[src/rtl/pipeline_hazard_ctrl.sv]
// Pipeline hazard controller: stall/flush/freeze control for a 5-stage pipeline with a multi-cycle MDU.
// Optional stall-cycle counter enabled by defining HAZARD_STALL_CNT_EN.
module pipeline_hazard_ctrl #(
  parameter int MDU_LAT = 32,
  parameter int REG_AW  = 5
) (
  input  logic              clk,
  input  logic              rst_n,
  input  logic              mem_wait,
  input  logic              mdu_start,
  input  logic              br_taken,
  input  logic              idex_memread,
  input  logic [REG_AW-1:0] idex_rt,
  input  logic [REG_AW-1:0] ifid_rs,
  input  logic [REG_AW-1:0] ifid_rt,
  output logic              pc_wr,
  output logic              ifid_wr,
  output logic              idex_wr,
  output logic              exmem_wr,
  output logic              memwb_wr,
  output logic              ifid_flush,
  output logic              idex_flush,
  output logic              exmem_flush,
  output logic              mdu_done,
  output logic [31:0]       stall_cnt
);

  localparam logic [0:0] RUN      = 1'b0;
  localparam logic [0:0] MDU_WAIT = 1'b1;
  localparam logic [7:0] CNT_LOAD = 8'(MDU_LAT - 1);

  logic [0:0] state, state_nxt;
  logic [7:0] cnt, cnt_nxt;
  logic       load_use;
  logic       mdu_freeze;

  assign load_use = idex_memread & (idex_rt != '0) &
                    ((idex_rt == ifid_rs) | (idex_rt == ifid_rt));

  // mdu_start only launches an op from RUN; it is ignored while waiting
  assign mdu_freeze = ((state == RUN) & mdu_start) | ((state == MDU_WAIT) & (cnt != 8'd0));

  always_comb begin
    pc_wr       = 1'b0;
    ifid_wr     = 1'b0;
    idex_wr     = 1'b0;
    exmem_wr    = 1'b0;
    memwb_wr    = 1'b0;
    ifid_flush  = 1'b0;
    idex_flush  = 1'b0;
    exmem_flush = 1'b0;
    mdu_done    = 1'b0;
    state_nxt   = state;
    cnt_nxt     = cnt;
    if (!rst_n || mem_wait) begin
      // whole pipeline held; FSM and counter hold their values
    end else if (mdu_freeze) begin
      exmem_wr    = 1'b1;
      exmem_flush = 1'b1;
      memwb_wr    = 1'b1;
      if (state == RUN) begin
        state_nxt = MDU_WAIT;
        cnt_nxt   = CNT_LOAD;
      end else begin
        cnt_nxt = cnt - 8'd1;
      end
    end else begin
      if (state == MDU_WAIT) begin
        mdu_done  = 1'b1;
        state_nxt = RUN;
      end
      if (br_taken) begin
        pc_wr      = 1'b1;
        ifid_wr    = 1'b1;
        idex_wr    = 1'b1;
        exmem_wr   = 1'b1;
        memwb_wr   = 1'b1;
        ifid_flush = 1'b1;
        idex_flush = 1'b1;
      end else if (load_use) begin
        idex_wr    = 1'b1;
        idex_flush = 1'b1;
        exmem_wr   = 1'b1;
        memwb_wr   = 1'b1;
      end else begin
        pc_wr    = 1'b1;
        ifid_wr  = 1'b1;
        idex_wr  = 1'b1;
        exmem_wr = 1'b1;
        memwb_wr = 1'b1;
      end
    end
  end

  always_ff @(posedge clk or negedge rst_n) begin
    if (!rst_n) begin
      state <= RUN;
      cnt   <= 8'd0;
    end else begin
      state <= state_nxt;
      cnt   <= cnt_nxt;
    end
  end

`ifdef HAZARD_STALL_CNT_EN
  always_ff @(posedge clk or negedge rst_n) begin
    if (!rst_n) begin
      stall_cnt <= 32'd0;
    end else if (!pc_wr && (stall_cnt != 32'hFFFF_FFFF)) begin
      stall_cnt <= stall_cnt + 32'd1;
    end
  end
`else
  assign stall_cnt = 32'd0;
`endif

endmodule
[config.mk]
export PLATFORM = sky130hd
export DESIGN_NAME = pipeline_hazard_ctrl
export DESIGN_NICKNAME = d
export VERILOG_FILES = /design/src/rtl/pipeline_hazard_ctrl.sv
export SDC_FILE = /design/constraint.sdc
export NUM_CORES = 1
export LEC_CHECK = 0
export CAP_MARGIN = 20
export CORE_MARGIN = 10
export CORE_UTILIZATION = 40
export CTS_CLUSTER_DIAMETER = 200
export DETAILED_ROUTE_END_ITERATION = 10
export PLACE_DENSITY_LB_ADDON = 0.3
export SLEW_MARGIN = 40
export SYNTH_ARGS = -nofsm -noshare
export SYNTH_HDL_FRONTEND = slang
export SYNTH_SLANG_ARGS = --single-unit
[constraint.sdc]
create_clock -name clk -period 3.7 [get_ports clk]
set_clock_uncertainty 0.1 [all_clocks]
set_input_delay 0.555 -clock clk [delete_from_list [all_inputs] [get_ports clk]]
set_output_delay 0.555 -clock clk [all_outputs]
set_load 0.01 [all_outputs]
; ---- Word-level counts from Yosys, hierarchy flattened
; Index checks and enable logic that the tools add are counted.
[totals]
regBits = 9
in_bits = 21
out_inout_bits = 41
elab_cells = 38
[op_classes]
n_addsub = 1
n_eq_ne = 2
mux = 20
n_bitwise = 8
reduce_logical = 5
[ops]
columns = cell, n
row1 = 1-bit 2-to-1 mux, 19
row2 = 5-bit == test, 2
row3 = 8-bit 2-to-1 mux, 1
row4 = 8-bit nonzero test, 1
row5 = "8-bit by 1-bit subtractor with 8-bit output, second input constant", 1
row6 = 5-bit nonzero test, 1
row7 = 1-bit bitwise AND, 4
row8 = 1-bit inverter, 2
row9 = 1-bit OR, 2
row10 = 2-bit AND reduction, 1
row11 = 1-bit logical NOT, 1
row12 = 1-bit logical OR, 1

; ---- Longest topological paths before layout
[logic_depth]
ltp_word = 7
depth_mapped = 8
ltp_nobuf = 7

; ---- Worst setup path after synthesis
; OpenSTA, ideal clock, no wires.
[synth_path]
path_type = input to output
start = in idex_rt[1]
end = out pc_wr
t_arrival_ps = 1600
t_required_ps = 3045
path_slack_ps = 1445
stages = 4
path_buffers = 1
path_cell_list = or4_1 o21ai_0 o31a_1 buf_4
[synth_via]
elab_chain_cells = 7
elab_cells_between_ends = 10
classes_between = 2 x eq/ne / 4 x mux / 3 x bitwise / 1 x reduce/logical
[synth_lines]
columns = element, line
row1 = "start, declared", 13  ; input logic [REG_AW-1:0] idex_rt,
row2 = 5-bit == test / 5-bit nonzero test (equally long branches), "38, 37"
row3 = 1-bit OR / 1-bit bitwise AND (equally long branches), "38, 37"
row4 = 1-bit bitwise AND (*), 37  ; assign load_use = idex_memread & (idex_rt != '0) &
row5 = 1-bit 2-to-1 mux (*) (4 in series), n/a
row6 = "end, declared", 16  ; output logic pc_wr,
; Mark *: on every way between the ends. The rest lies on a longest branch, timed or not.

; ---- Final worst setup path
[layout_path]
start = in idex_rt[1]
end = out pc_wr
[layout_via]
elab_chain_cells = 7
elab_cells_between_ends = 10
classes_between = 2 x eq/ne / 4 x mux / 3 x bitwise / 1 x reduce/logical
[layout_lines]
columns = element, line
row1 = 5-bit == test / 5-bit nonzero test (equally long branches), "38, 37"
row2 = 1-bit OR / 1-bit bitwise AND (equally long branches), "38, 37"
row3 = 1-bit bitwise AND (*), 37
row4 = 1-bit 2-to-1 mux (*), 80  ; end else if (load_use) begin
row5 = 1-bit 2-to-1 mux (*), 72  ; if (br_taken) begin
row6 = 1-bit 2-to-1 mux (*), 57  ; end else if (mdu_freeze) begin
row7 = 1-bit 2-to-1 mux (*), 55  ; if (!rst_n || mem_wait) begin
; Marks and branches as above.

==> metrics.md <==
| Metric | Value |
|---|---|
| Outcome | finished clean |
| Share of total power in combinational logic | 0.454 |
| Vias in the first global route | 827 |
| Initial antenna violation count | 0 |
| Hold_sp | cnt[0] |
| Largest stage delay on the critical path | 560 ps |
| Sw Ratio | 0.412 |
| Critical Path RT | 3040 ps |
| Placed cell areas | 0.00120 mm² |
| Starting Density | 0.411 |
| CP Class | in -> out |
| Startpoint types | input pin |
| CTS Buf Count | 3 |
| Chip height | 70.0 µm |
| Total number of vias | 824 |
| Clock Power Share | 0.162 |
| I/O pins | 62 |
| Initial DRC count | 16 |
| Largest net degree at the start of global routing | 15 |
| Peak supply drop | 0.232 mV |
| Seq/Total Area, Yosys | 0.225 |
| First-pass DRT Iterations | 4 |
| Mean Syn Cell Area | 8.47 µm² |
| CORE AREA | 0.00243 mm² |
| Site row count | 18 |
| Chip width | 70.0 µm |
| Hold Crit Class | reg -> reg |
| Commonest cells post-synth | buf_4, xor2_1, dfrtp_1 |
| Synthesis Warnings | 0 |
| Layout Nets | 173 |
| Total negative slack | 0 ps |
| Share of cells above drive strength 1 | 0.0940 |
| Max-cap viol count | 0 |
| Design area | 0.00123 mm² |
| Yosys top cell by area | buf_4 |
| Root Buffer | clkbuf_4 |
| Area Overhead vs Synth | 23.0% |
| Post-synth EDFFs | 0 |
| Hold_buf cts | 0 |
| PwrDens | 399 mW/mm² |
| DP Wirelength | 2130 µm |
| Final period util | 0.860 |
| Global-route wire length before repair | 4010 µm |
| Worst EP arrival | 2530 ps |
| TritonCTS Sinks | 9 |
| CP Cell Sequence | clkdlybuf4s50_1 -> or4_1 -> o21ai_0 -> o31a_1 -> clkdlybuf4s50_1 |
| P_leak | 0.550 nW |
| Internal power | 289 µW |
| Share of synthesized registers carrying an async set or reset | 1.00 |
| Largest delay contributor family on the critical path | buffers and inverters |
| Most used DFF post-synth | dfrtp_1 |
| GRT Total Usage | 0.0988 |
| Reg2reg setup slack | 1810 ps |
| NetSw | 202 µW |
| Yosys cell types | 36 |
| Clk Latency, worst-skew pair | 270 ps |
| H-tree lvl count | 1 |
| CP startpoint | idex_rt[1] |
| Slew Limit Fails | 0 |
| Synthesized instance count | 118 |
| Post-CTS setup buffers | 0 |
| Synth top area share | 0.255 |
| GP Congestion | 0.826 |
| Hold Violations, Final | 0 |
| CTS tree | yes |
| DRC violations left | 0 |
| Gates resized, CTS repair | 0 |
| Sequential power share | 0.385 |
| Setup-failing EPs final | 0 |
| Drt total wl | 2500 µm |
| Antenna-violating nets left | 0 |
| Count of state elements after synthesis | 9 |
| Crit path buffers/inverters | 2 |
| Post-layout min period | 3180 ps |
| RSZ-0062 raised after global routing | false |
| Ranking of synthesized cells by area | buf_4, dfrtp_1, xor2_1, a21oi_1, nor2_1 |
| Total die area | 0.00490 mm² |
| Mapped cell area | 1000 µm² |
| Crit end category | output port |
| CP dominant cell by count | clkdlybuf4s50_1 |
| Antenna fix cells | 0 |
| Critical path fanouts, max | 3 |
| Reg2reg start | cnt[0] |
| Max Freq | 314 MHz |
| Most common cell in the netlist | buf_4 |
| WL/cell | 14.0 µm |
| GRT Residual Overflow | 0 |
| Via density | 4.60 |
| Port Buffers | 29 |
| Slowest stage cell, crit path | clkdlybuf4s50_1 |
| Clk slew on worst S/H paths | 60 ps |
| Max clock buf depth | 2 |
[cell usage in the layout, fill, tap and decap left out, drive strengths merged, types with 2 or more instances in the layout]
cell type and instances:
or3 2, nand3 3, clkbuf 4, a31oi 2, buf 3, ha 2
nor3 4, a31o 3, o31a 2, nand4 2, clkdlybuf4s50 29, a21oi 6
inv 7, dfrtp 9, o31ai 2, xor2 10, nor4 2, nor3b 3
conb 32, nor2 8, nand2 2
[layer usage]
| layer | routed length, µm | track usage |
|---|---|---|
| met1 | 935 | 0.102 |
| met2 | 1290 | 0.164 |
| met3 | 225 | 0.0480 |
| met4 | 48 | 0.0461 |
| met5 | 0 | 0 |
[power groups by stage]
stage               combinational [mW]  sequential [mW]  clock, mW
global route                     0.250            0.194     0.0899
detailed placement               0.220            0.190          0
finish                           0.223            0.189     0.0794
floorplan                        0.190            0.175          0
global placement                 0.216            0.188          0
CTS                              0.222            0.188     0.0827
[metrics by stage]
stage,hold WS [ps],cells,utilization,power [mW],worst slack [ps]
2_1_floorplan,159,149,-,0.365,1440
6_report,443,179,0.506,0.491,519
5_1_grt,465,179,0.506,0.534,432
3_5_place_dp,433,175,0.495,0.410,524
3_3_place_gp,407,175,0.495,0.404,547
4_1_cts,444,179,0.506,0.493,516
[cells by family (layout without fill, tap and decap cells)]
kind of cell	count (synthesis)	count (layout)	share of synthesized area
simple gates	32	32	0.199
xor+xnor	10	10	0.0876
buf+inv	43	43	0.289
flops	9	9	0.225
fa+ha+maj	2	2	0.0250
other cells	1	32	0.00375
compound gates	21	21	0.170
[sequential cells by signal (all words and copies together) (netlist names)]
name and count:
state 1, cnt 8
[final cells by class]
type                    count  area [µm²]
clock buffers               4        26.3
well taps                  30        37.5
multi-input cells          97         602
inverters                   7        26.3
fillers                   232        1200
repair buffers             32         313
flip-flops and latches      9         225
[path summary, 6_finish.rpt]
kind | to | depth (start not counted)
min in group asynchronous | cnt[2] | 2
hold / removal | cnt[0] | 1
setup reg to reg | cnt[4] | 5
setup / recovery | pc_wr | 5
max in group asynchronous | cnt[5] | 2
hold reg to reg | cnt[0] | 1
Note: power is estimated with default switching activity, not from simulation.
==> RTL edit 1, RTL diff (config.mk and constraints unchanged) <==
`REG_AW`: 5 -> 3.
--- a/src/rtl/pipeline_hazard_ctrl.sv
+++ b/src/rtl/pipeline_hazard_ctrl.sv
@@ -2,7 +2,7 @@
 // Optional stall-cycle counter enabled by defining HAZARD_STALL_CNT_EN.
 module pipeline_hazard_ctrl #(
   parameter int MDU_LAT = 32,
-  parameter int REG_AW  = 5
+  parameter int REG_AW  = 3
 ) (
   input  logic              clk,
   input  logic              rst_n,
Interface: changed (resized idex_rt, ifid_rs and ifid_rt); port bits go from 62 to 56. The function was not compared with the original's and may differ.
==> RTL edit 1 against the original RTL <==
- synthesized cell count fell by 5.9%
- total power increased by 4.2%
- largest power group unchanged
- critical path depth is 2 higher
- setup slack lost 180 ps
- final area is 11% lower
- wire length decreased by 8.6%
- global-route usage decreased by 0.84 points
- area after synthesis shrank 6.8%
- cell count is 8.9% lower
- sequential cell count stayed put
==> RTL edit 1: results (changes against the original RTL) <==
* Run status: complete, no violations
- Maximum fanout encountered on the critical timing path: 8 (+5)
- Cell count after placement: 159 (-9.1%)
- Worst ir drop on vdd: 353 µV (+52%)
- Wire length of the first global-routing pass: 3280 µm (-18%)
* Predominant post-synthesis flop cell: sky130_fd_sc_hd__dfrtp_1
* Avg WL per Cell: 14.0 µm (+0.34%)
- Worst Hold End: cnt[6]$_DFFE_PN0P_
* Synthesized area per cell: 8.40 µm² (-0.88%)
- Start-to-end type of the worst setup path: reg2out
- Capture instance of the worst register-to-register path: cnt[7]$_DFFE_PN0P_
* Data arrival time at the worst-slack endpoint: 2710 ps (+180 ps)
- The standby leakage power came to 0.489 nW (-11%).
- The total clock buffers created by CTS was 3 (unchanged).
- The number of DRC violations after detailed-routing iteration 0 was 32 (+16).
- Sequential cell fraction of total power: 37.6% (-0.9 points)
- Clk pwr: 0.0760 mW (-4.3%)
- The instance area after placement was 1060 µm² (-12%).
- Met2 track demand over resource in global routing: 13.3% (-3.2 points)
- Type of the tightest min-delay check: reg2reg
- By area the synthesized netlist is led by sky130_fd_sc_hd__buf_4 27%, sky130_fd_sc_hd__dfrtp_1 24%, sky130_fd_sc_hd__xnor2_1 5.6%.
* Dpl ws: 608 ps (+83.7 ps)
- Met2 wire len: 981 µm (-24%)
- Drt via density: 4.70 (+2.1%)
- Xor-xnor portion of the synthesized cell area: 5.64% (-3.1 points)
- The total number of vias is 766 (-7.0%).
* Switching portion of total power: 41.0% (-0.15 points)
- The global-route met1 utilization came to 11.3% (+1.1 points).
- RD Place Congestion: 0.838 (+1.5%)
- The detailed-placement wirelength estimate is 1880 µm (-12%).
- Distinct cells, synth: 36 (unchanged)
- Fraction of layout instances using a drive strength above 1: 8.15% (-1.2 points)
- Buffers on Ports: 23 (-21%)
- Share of synthesized cell area in full adder, half adder and majority cells: 2.68% (+0.18 points)
- Final Total Pwr: 0.511 mW (+4.2%)
- The proportion of synthesized chip area in sequential cells is 24.2% (+1.6 points).
- Sorting the synthesized cells by how often they occur yields 34 x sky130_fd_sc_hd__buf_4, 9 x sky130_fd_sc_hd__dfrtp_1, 7 x sky130_fd_sc_hd__nor2_1, 6 x sky130_fd_sc_hd__xnor2_1.
- Fraction of the mapped netlist area in compound gates: 11.9% (-5.1 points)
- The smallest setup slack after layout is 335 ps (-185 ps).
- The final layout net count came to 153 (-12%).
- Portion of netlist area occupied by mux cells: 2.82% (+2.8 points)
- Slack of the worst reg-to-reg path: 1620 ps (-190 ps)
* Met1 routed wirelength after detailed routing: 939 µm (+0.43%)
- Total global routing track utilization: 9.03% (-0.84 points)
- Startpoint of the most critical hold path: cnt[6]$_DFFE_PN0P_
- The pin count of the biggest net entering global routing came to 11 (-4).
- Proportion of netlist area held by the largest area contributor: 27.4% (+1.9 points)
- Worst hold slack: 490 ps (+47.3 ps)
* Number of cells traversed by the worst register-to-register path: 6 (+1)
- The met3 wirelength from detailed routing came to 356 µm (+58%).
- The met3 track demand over resource in global routing is 4.89% (+0.092 points).
- Via count of the first global-routing pass: 715 (-14%)
RTL edit 1: cell count changes after synthesis, sizes merged, moves of 2 or more:
cell and change:
mux2 +2, nand3 +2, inv -3, a31o -3, xnor2 +6, o21a +2, and3 +2, o31a -2
nand2 -2, xor2 -10
RTL edit 1: cell type report:
cell class	count	area, µm²
Clock buffer	4	26.3
Fill cell	213	1120
Inverter	5	18.8
Multi-Input combinational cell	92	541
Sequential cell	9	225
Tap cell	28	35.0
Timing Repair Buffer	25	245
RTL edit 1: worst max-delay path, cell delays in order (launching register included):
cell                              delay (ps)
sky130_fd_sc_hd__dfrtp_1                 420
sky130_fd_sc_hd__inv_1                   120
sky130_fd_sc_hd__ha_1                    150
sky130_fd_sc_hd__nor4bb_1                470
sky130_fd_sc_hd__a21oi_2                 220
sky130_fd_sc_hd__nor2_1                  240
sky130_fd_sc_hd__a21boi_1                250
sky130_fd_sc_hd__clkdlybuf4s50_1         580
==> RTL edit 2, RTL diff (same flow settings) <==
Without the edit above. Build with the macro `HAZARD_STALL_CNT_EN` defined.
--- a/src/rtl/pipeline_hazard_ctrl.sv
+++ b/src/rtl/pipeline_hazard_ctrl.sv
@@ -1,5 +1,7 @@
 // Pipeline hazard controller: stall/flush/freeze control for a 5-stage pipeline with a multi-cycle MDU.
 // Optional stall-cycle counter enabled by defining HAZARD_STALL_CNT_EN.
+`define HAZARD_STALL_CNT_EN
+
 module pipeline_hazard_ctrl #(
   parameter int MDU_LAT = 32,
   parameter int REG_AW  = 5
Formal check against the unedited RTL: not equivalent (Yosys sat finds a counterexample within 4 cycles, from zero or initial values and one cycle with rst_n low).
==> RTL edit 2 against the original RTL <==
- sequential cell count increased by 32
- area after synthesis increased by 140%
- final area increased to 2.6 times the old value
- sequential share of layout area increased by 14 points
- total power increased to 2.9 times the old value
- wire length increased by 130%
- setup slack got worse by 130 ps
- critical endpoint unchanged
- largest power group is now registers
==> RTL edit 2: results (changes against the original RTL) <==
- Fill count: 548 (+140%)
* Share of the core filled with cells: 53.9% (+3.4 points)
- Number of non-filler instances in the completed layout: 374 (+110%)
- Data arrival time at the worst-slack endpoint: 2650 ps (+120 ps)
- DPL Wire Length: 4380 µm (+110%)
* Total global routing track utilization: 12.1% (+2.2 points)
- Sorting the synthesized cells by how often they occur yields 41 x sky130_fd_sc_hd__dfrtp_1, 29 x sky130_fd_sc_hd__xor2_1, 22 x sky130_fd_sc_hd__nand2_1, 15 x sky130_fd_sc_hd__nand3_1, 15 x sky130_fd_sc_hd__nor2_1.
* Buffers outside the clock class: 66 (+110%)
- Clock transition at path regs: 80 ps (+20 ps)
- Maximum fanout encountered on the critical timing path: 8 (+5)
- Largest registers: stall_cnt: 32 flops, cnt: 8 flops, state: 1 flops
- Met1 routed wirelength after detailed routing: 2410 µm (+160%)
* Cells taking the most area after synthesis: sky130_fd_sc_hd__dfrtp_1 43%, sky130_fd_sc_hd__xor2_1 11%, sky130_fd_sc_hd__nor4_2 4.2%
* Fraction of the mapped netlist area in compound gates: 6.79% (-10 points)
- Run status: complete, no violations
* Layout non-clock buf frac: 20.4% (-5.1 points)
- The proportion of synthesized chip area in sequential cells was 42.8% (+20 points).
- Met3 Wirelength: 566 µm (+150%)
- Worst ir drop on vdd: 262 µV (+13%)
- Worst hold slack: 267 ps (-176 ps)
* Multi-Input Combinational: 177 (+82%)
* Via count of the first global-routing pass: 2000 (+140%)
* Clock insertion delay at the later pin of the skew report: 290 ps (+20 ps)
* Share of synthesized cell area in full adder, half adder and majority cells: 1.57% (-0.94 points)
- The standby leakage power came to 1.26 nW (+130%).
- Post-detailed-placement cell area: 3070 µm² (+160%)
* Global Route met1 Usage: 14.1% (+3.9 points)
- The multi-input combinational cell area is 1280 µm² (+110%).
- Distinct cells, synth: 51 (+42%)
- Highest clock rate: 0.302 GHz (-3.9%)
* Number of standard cells after synthesis: 233 (+97%)
* Power density over the cells: 458 nW/µm² (+15%)
- Fraction of layout instances using a drive strength above 1: 12.4% (+3.0 points)
* Total routed wirelength: 5710 µm (+130%)
* Wire length of the first global-routing pass: 9790 µm (+140%)
* Sequential cell fraction of total power: 47.7% (+9.2 points)
* # nets final: 322 (+86%)
==> RTL edit 2: cell types whose count changed in the layout (fill, tap and decap cells not counted), moves of 5 or more <==
| cell | unedited run | this run |
|---|---|---|
| sky130_fd_sc_hd__conb_1 | 32 | 0 |
| sky130_fd_sc_hd__dfrtp_1 | 9 | 41 |
| sky130_fd_sc_hd__clkdlybuf4s50_1 | 29 | 60 |
| sky130_fd_sc_hd__nand2_1 | 2 | 22 |
| sky130_fd_sc_hd__xor2_1 | 10 | 29 |
| sky130_fd_sc_hd__nand3_1 | 3 | 15 |
| sky130_fd_sc_hd__xnor2_1 | 0 | 9 |
| sky130_fd_sc_hd__nor4_2 | 0 | 8 |
| sky130_fd_sc_hd__nor2_1 | 8 | 15 |
| sky130_fd_sc_hd__clkbuf_8 | 0 | 5 |
==> RTL edit 2: path summary, 6_finish.rpt <==
path,from,end,cells after the start
worst max-delay path,idex_rt[1],pc_wr,6
worst min-delay path,rst_n,cnt[4]$_DFFE_PN0P_,2
worst max register to register,stall_cnt[0]$_DFFE_PN0P_,stall_cnt[4]$_DFFE_PN0P_,8
worst min register to register,stall_cnt[22]$_DFFE_PN0P_,stall_cnt[22]$_DFFE_PN0P_,1
max in group asynchronous,rst_n,stall_cnt[25]$_DFFE_PN0P_,2
min in group clk,stall_cnt[22]$_DFFE_PN0P_,stall_cnt[22]$_DFFE_PN0P_,1
==> RTL edit 2: critical path, cell delays in order <==
cell	delay, ps
sky130_fd_sc_hd__clkdlybuf4s50_1	460
sky130_fd_sc_hd__or4_1	530
sky130_fd_sc_hd__o21ai_1	270
sky130_fd_sc_hd__o31ai_4	90
sky130_fd_sc_hd__inv_2	170
sky130_fd_sc_hd__clkdlybuf4s50_1	580
